### src/rtl/writeback_buffer.sv
// In-order writeback buffer: formats MEM results at accept, drains to the RF port, forwards youngest match.
// Latency: one cycle accept-to-head; backpressure via in_ready (registered count only), head waits on wr_ready.
module writeback_buffer #(
  parameter int DATA_W = 64,
  parameter int REG_AW = 5,
  parameter int DEPTH  = 2,
  parameter int CNT_W  = 32,
  localparam int OFF_W = $clog2(DATA_W / 8),
  localparam int AW    = $clog2(DEPTH)
) (
  input  logic              clk,
  input  logic              rst_n,
  input  logic              in_valid,
  output logic              in_ready,
  input  logic [REG_AW-1:0] RegIn,
  input  logic [DATA_W-1:0] ResultIn,
  input  logic [DATA_W-1:0] LoadDataIn,
  input  logic [DATA_W-1:0] LinkIn,
  input  logic [1:0]        WbSel,
  input  logic [1:0]        LoadSize,
  input  logic              LoadUnsigned,
  input  logic [OFF_W-1:0]  ByteOffset,
  input  logic              RegWriteIn,
  input  logic              wr_ready,
  output logic [REG_AW-1:0] Reg2Write,
  output logic [DATA_W-1:0] Data2Write,
  output logic              RegWriteEn,
  input  logic [REG_AW-1:0] fwd_query,
  output logic              fwd_hit,
  output logic [DATA_W-1:0] fwd_data,
  output logic [CNT_W-1:0]  retire_count
);

  logic [REG_AW-1:0] dest_q [DEPTH];
  logic [DATA_W-1:0] data_q [DEPTH];
  logic [DEPTH-1:0]  wn_q;
  logic [AW-1:0]     rd_ptr, wr_ptr, idx;
  logic [AW:0]       count;
  logic              push, pop, head_wn;

  logic [1:0]        sz;
  logic [OFF_W-1:0]  eff;
  logic [6:0]        nbits;
  logic              sign;
  logic [DATA_W-1:0] shifted, mask, load_fmt, sel_data;

  assign in_ready = (count < (AW+1)'(DEPTH));
  assign head_wn  = wn_q[rd_ptr];
  assign push     = in_valid && in_ready;
  assign pop      = (count != '0) && (wr_ready || !head_wn);

  // Mask covers the extracted field; a full-width load yields an all-ones mask so no extension applies.
  always_comb begin
    sz = LoadSize;
    if (DATA_W == 32 && LoadSize == 2'b11) sz = 2'b10;
    eff     = (ByteOffset >> sz) << sz;
    shifted = LoadDataIn >> {eff, 3'b000};
    nbits   = 7'd8 << sz;
    mask    = ~({DATA_W{1'b1}} << nbits);
    case (sz)
      2'b00:   sign = shifted[7];
      2'b01:   sign = shifted[15];
      2'b10:   sign = shifted[31];
      default: sign = shifted[DATA_W-1];
    endcase
    load_fmt = shifted & mask;
    if (!LoadUnsigned && sign) load_fmt = load_fmt | ~mask;
    case (WbSel)
      2'b01:   sel_data = load_fmt;
      2'b10:   sel_data = LinkIn;
      default: sel_data = ResultIn;
    endcase
  end

  always_ff @(posedge clk) begin
    if (!rst_n) begin
      rd_ptr       <= '0;
      wr_ptr       <= '0;
      count        <= '0;
      retire_count <= '0;
      wn_q         <= '0;
    end else begin
      if (push) begin
        wn_q[wr_ptr] <= RegWriteIn && (RegIn != '0);
        wr_ptr       <= wr_ptr + 1'b1;
      end
      if (pop) begin
        rd_ptr       <= rd_ptr + 1'b1;
        retire_count <= retire_count + 1'b1;
      end
      case ({push, pop})
        2'b10:   count <= count + 1'b1;
        2'b01:   count <= count - 1'b1;
        default: count <= count;
      endcase
    end
  end

  always_ff @(posedge clk) begin
    if (push) begin
      dest_q[wr_ptr] <= RegIn;
      data_q[wr_ptr] <= sel_data;
    end
  end

  // Oldest-to-youngest scan: later matches overwrite earlier ones so the youngest wins.
  always_comb begin
    Reg2Write  = '0;
    Data2Write = '0;
    RegWriteEn = 1'b0;
    if (count != '0) begin
      Reg2Write  = dest_q[rd_ptr];
      Data2Write = data_q[rd_ptr];
      RegWriteEn = head_wn && wr_ready;
    end
    fwd_hit  = 1'b0;
    fwd_data = '0;
    idx      = '0;
    for (int k = 0; k < DEPTH; k++) begin
      idx = rd_ptr + AW'(k);
      if (((AW+1)'(k) < count) && wn_q[idx] && (dest_q[idx] == fwd_query)) begin
        fwd_hit  = 1'b1;
        fwd_data = data_q[idx];
      end
    end
  end

endmodule

### config.mk
export PLATFORM = sky130hd
export DESIGN_NAME = writeback_buffer
export DESIGN_NICKNAME = d
export VERILOG_FILES = /design/src/rtl/writeback_buffer.sv
export SDC_FILE = /design/constraint.sdc
export NUM_CORES = 1
export LEC_CHECK = 0
export ABC_CLOCK_PERIOD_IN_PS = 5970
export CAP_MARGIN = 10
export CORE_UTILIZATION = 47
export CTS_BUF_LIST = sky130_fd_sc_hd__clkbuf_4
export CTS_CLUSTER_SIZE = 12
export DETAILED_ROUTE_END_ITERATION = 7
export GPL_ROUTABILITY_DRIVEN = 0
export GPL_TIMING_DRIVEN = 0
export HOLD_SLACK_MARGIN = 0.02
export PLACE_DENSITY = 0.89
export SLEW_MARGIN = 20
export SYNTH_ARGS = -nofsm -noshare
export SYNTH_HDL_FRONTEND = slang
export SYNTH_SLANG_ARGS = --single-unit
### constraint.sdc
create_clock -name clk -period 5.97 [get_ports clk]
set_clock_uncertainty 0.05 [all_clocks]
set_input_delay 0.8955 -clock clk [delete_from_list [all_inputs] [get_ports clk]]
set_output_delay 0.8955 -clock clk [all_outputs]
set_load 0.03 [all_outputs]
==> run summary <==
The flow ran to the end, and the final reports show no timing, DRC or antenna violations. The area share of the leading cell type in the synthesized netlist is 0.387. The internal power is 2.50 mW. The number of setup buffers added after CTS came out at 0. The sum of overflow across all layers after global routing came out at 0. Power spread over the standard cell area amounts to 272 nW/um2. Setup repair after global routing left no endpoint under its margin. The placeable core area is 22100 um2. The cell family contributing the most delay on the critical path is buffers and inverters. The number of antenna violations at the first check in global routing is 10. In the synthesized netlist the dominant register cell turns out to be edfxtp_1. The via count of the first global-routing pass is 10597. The required time at the endpoint of the critical path is 5020 ps.

The combinational share of power came out at 0.451. The post-route worst hold slack came out at 499 ps. Dividing the final minimum period by the clock period gives 0.803.

Dividing the detail-routed via count by the number of cells gives 6.21. Walking the worst path, the cells encountered are inv_1, ha_1, clkbuf_1, nor2_1, nand2_1, a211oi_2, o2bb2ai_4, buf_4, a22o_1, clkdlybuf4s50_1. The number of enable flip-flop cells after synthesis came out at 138.

The mean area per synthesized cell is 10.4 um2. After clock tree synthesis, the clock-pin slew on the worst setup and hold paths is 150 ps. The number of hold buffers added after CTS was 0. The setup violation total in the final timing report came out at 0. The net count after synthesis came out at 1251.

The tool flagged a number of max-cap violations equal to 0. Of all cell types, the one taking the most synthesized area is edfxtp_1. The worst setup margin came out at 1180 ps.

The violation count after the first detailed-route iteration is 1300. The number of nets in the final layout came out at 1654. The layout filler cell count is 1561. The vertical die dimension is 153 um. Compared with the post-synthesis result, the final layout area differs by 42.5%. The critical path startpoint category is a flip-flop. The insertion delay to the later sink of the worst-skew pair came out at 580 ps.

The worst ir drop on vdd is 211 uV. At the worst endpoint, the arrival time is 3850 ps. The remaining max-slew budget at the tightest pin is 0.334.

The final number of hold-violating endpoints is 0. The DRC violation count after routing is 0. The detailed router placed 10767 vias in this run.

The maximum level of the CTS H-tree is 4. The proportion of total power due to net switching came out at 0.399. The part of the power in registers is 0.388. In the global route stage, overall resource usage came out at 0.352. The clock drives 177 sinks. The category of the critical setup timing path is reg2out. The post-detailed-route count of antenna-violating nets came out at 0. In the final routed layout, each cell accounts on average for 24.2 um. The iteration count of the initial detailed-routing pass came out at 6. After legalization and detailed placement, the total HPWL measured 33100 um. The largest fanout on the critical path came out at 10. The number of buffers created by CTS is 17. The min-delay analysis places its worst path in the category reg2reg. The largest incremental delay on the critical path came out at 730 ps. The total number of yosys warnings is 0.

The proportion of synthesized flip-flops having asynchronous set or reset is 0. At the end of the flow the core is filled with cells to 0.690. The global-route wire length before repair came out at 61600 um.

Of the cells placed in the final design, the portion with a size suffix greater than 1 is 0.0712. The placed cell area came out at 15000 um2. The sort of element at the end of the critical path is an output port.

TritonCTS built the clock tree. The part of the Yosys area used for sequential elements is 0.460. The number of synthesized register bits came out at 177. The final count of pins violating max slew is 0. In the synthesized netlist, the number of instances is 1030. The maximum number of pins on one net before global-route repair is 37.

The buffering stage count on the worst path with inverters included is 4. The highest clock rate is 209 MHz. The leakage dissipation is 5.45 nW.

The maximum buffer depth of the clock tree came out at 2. The clock share of power is 0.161. The routed wire length came out at 41900 um.

Summed over all nets, the switching power comes to 1.66 mW. The die boundary width came out at 153 um. After clock tree synthesis, the repair step resized 0 gates. Once layout is done, the placed cells without fillers occupy 15300 um2. The number of placement rows is 54. The tree is rooted in a clkbuf_4.

The pre-CTS setup slack came out at 1300 ps. The number of distinct library cells after synthesis came out at 67. Input and output buffers added on the ports amount to 380. Summing every instance area after synthesis gives 10700 um2. The slew of the pin with the lowest slew margin came out at 1000 ps.

The die area is 23400 um2. The slowest stage of the critical path belongs to the cell clkdlybuf4s50_1. The starting density of the core came out at 0.484. The power consumption is 4.15 mW. The routed design could run at a clock period as short as 4790 ps. The number of I/O pins is 383. Ranked by total cell area, the synthesized netlist is headed by edfxtp_1, mux2i_1, dfxtp_1.
synth_stat cells (3+ instances only):
cell        n
nor2b_1     8
xnor2_1    26
inv_1      14
nand4_1     8
xor2_1     18
buf_6      11
a22oi_1    46
dfxtp_1    39
a221o_1     5
o21a_1      3
o21ai_0    48
mux4_2     12
a211oi_1    3
nor2_1    130
o32ai_1    15
and2_1     45
nand2b_1    7
buf_1      10
o211ai_1    3
and4_1      4
mux2i_1    81
o22ai_1     8
o31ai_1     3
buf_4       7
buf_2       7
a41o_1      7
edfxtp_1  138
a22o_1     64
ha_1        6
mux2_2     11
nor3_1      7
clkbuf_2    3
nand2_1    98
and3_1     14
clkbuf_1   40
o221ai_1    4
a21oi_1    32
nand3_1    11
final cells by class:
cell class,count,area (um2),share of cell area
Tap cell,280,350,0.0230
Inverter,14,52.6,0.00344
Clock buffer,18,135,0.00886
Clock inverter,14,131,0.00861
Antenna cell,9,22.5,0.00148
Multi-Input combinational cell,761,5330,0.349
Sequential cell,177,4920,0.323
Buffer,78,414,0.0271
Timing Repair Buffer,384,3900,0.256
sequential cells by signal, indices dropped and copies added, names as in the netlist, named ones only:
signal / cells
wn_q: 2
wr_ptr: 1
dest_q: 10
retire_count: 32
data_q: 128
rd_ptr: 1
count: 2
tightest hold or removal path, cell delays in order, from the launching register on:
cell	delay [ps]
dfxtp_1	360
o21ai_0	80
a21boi_0	90
worst paths after layout:
kind / from / to / slack [ps] / cells past startpoint
worst min-delay path: wn_q[0] / wn_q[0] / 500 / 2
worst min register to register: wn_q[0] / wn_q[0] / 500 / 2
worst max-delay path: count[1] / fwd_data[14] / 1180 / 10
worst max register to register: count[1] / retire_count[22] / 3110 / 9
metal layers:
| metal | vias to the layer above | GRT usage | share of wire |
|---|---|---|---|
| met2 | 855 | 0.600 | 0.48 |
| met5 | - | 0 | 0 |
| met3 | 200 | 0.0904 | 0.11 |
| met1 | 5031 | 0.400 | 0.34 |
| met4 | 0 | 0.206 | 0.066 |
| li1 | 4681 | - | - |
cells by family after synthesis:
logic type	synth area share
xor gates and xnor gates	0.0360
and+or+nand+nor	0.156
DFF	0.460
AOI/OAI and AO/OA	0.180
adders and majority gates	0.00701
muxes	0.117
buffers and inverters	0.0436
power groups by stage:
stage	Combinational [mW]	Clock [mW]	Sequential, mW
final	1.87	0.670	1.61
after global routing	1.95	0.719	1.63
after CTS	1.85	0.672	1.61
after detailed placement	1.84	0	1.63
after global placement	1.78	0	1.64
after floorplan	1.04	0	1.63
cell usage in the layout, fill, tap and decap left out, types with 9 or more instances in the layout:
cell type        instances
dfxtp_1                 39
mux2i_1                 81
clkbuf_4                18
and3_1                  13
nand2_1                 98
mux4_2                  12
buf_6                   11
o21ai_0                 48
nand3_1                 11
xor2_1                  18
a21oi_1                 32
diode_2                  9
mux2_2                  11
a22o_1                  64
inv_1                   14
buf_1                   10
clkdlybuf4s50_1        380
and2_1                  45
nor2_1                 129
clkbuf_1                40
edfxtp_1               138
xnor2_1                 26
o32ai_1                 15
a22oi_1                 46
through the flow:
step           setup TNS, ps  cells
3_5_place_dp               0   1694
6_report                   0   1735
5_1_grt                    0   1734
3_3_place_gp          -49090   1690
4_1_cts                    0   1726
2_1_floorplan              0   1030
Note: power is estimated with default switching activity, not from simulation.
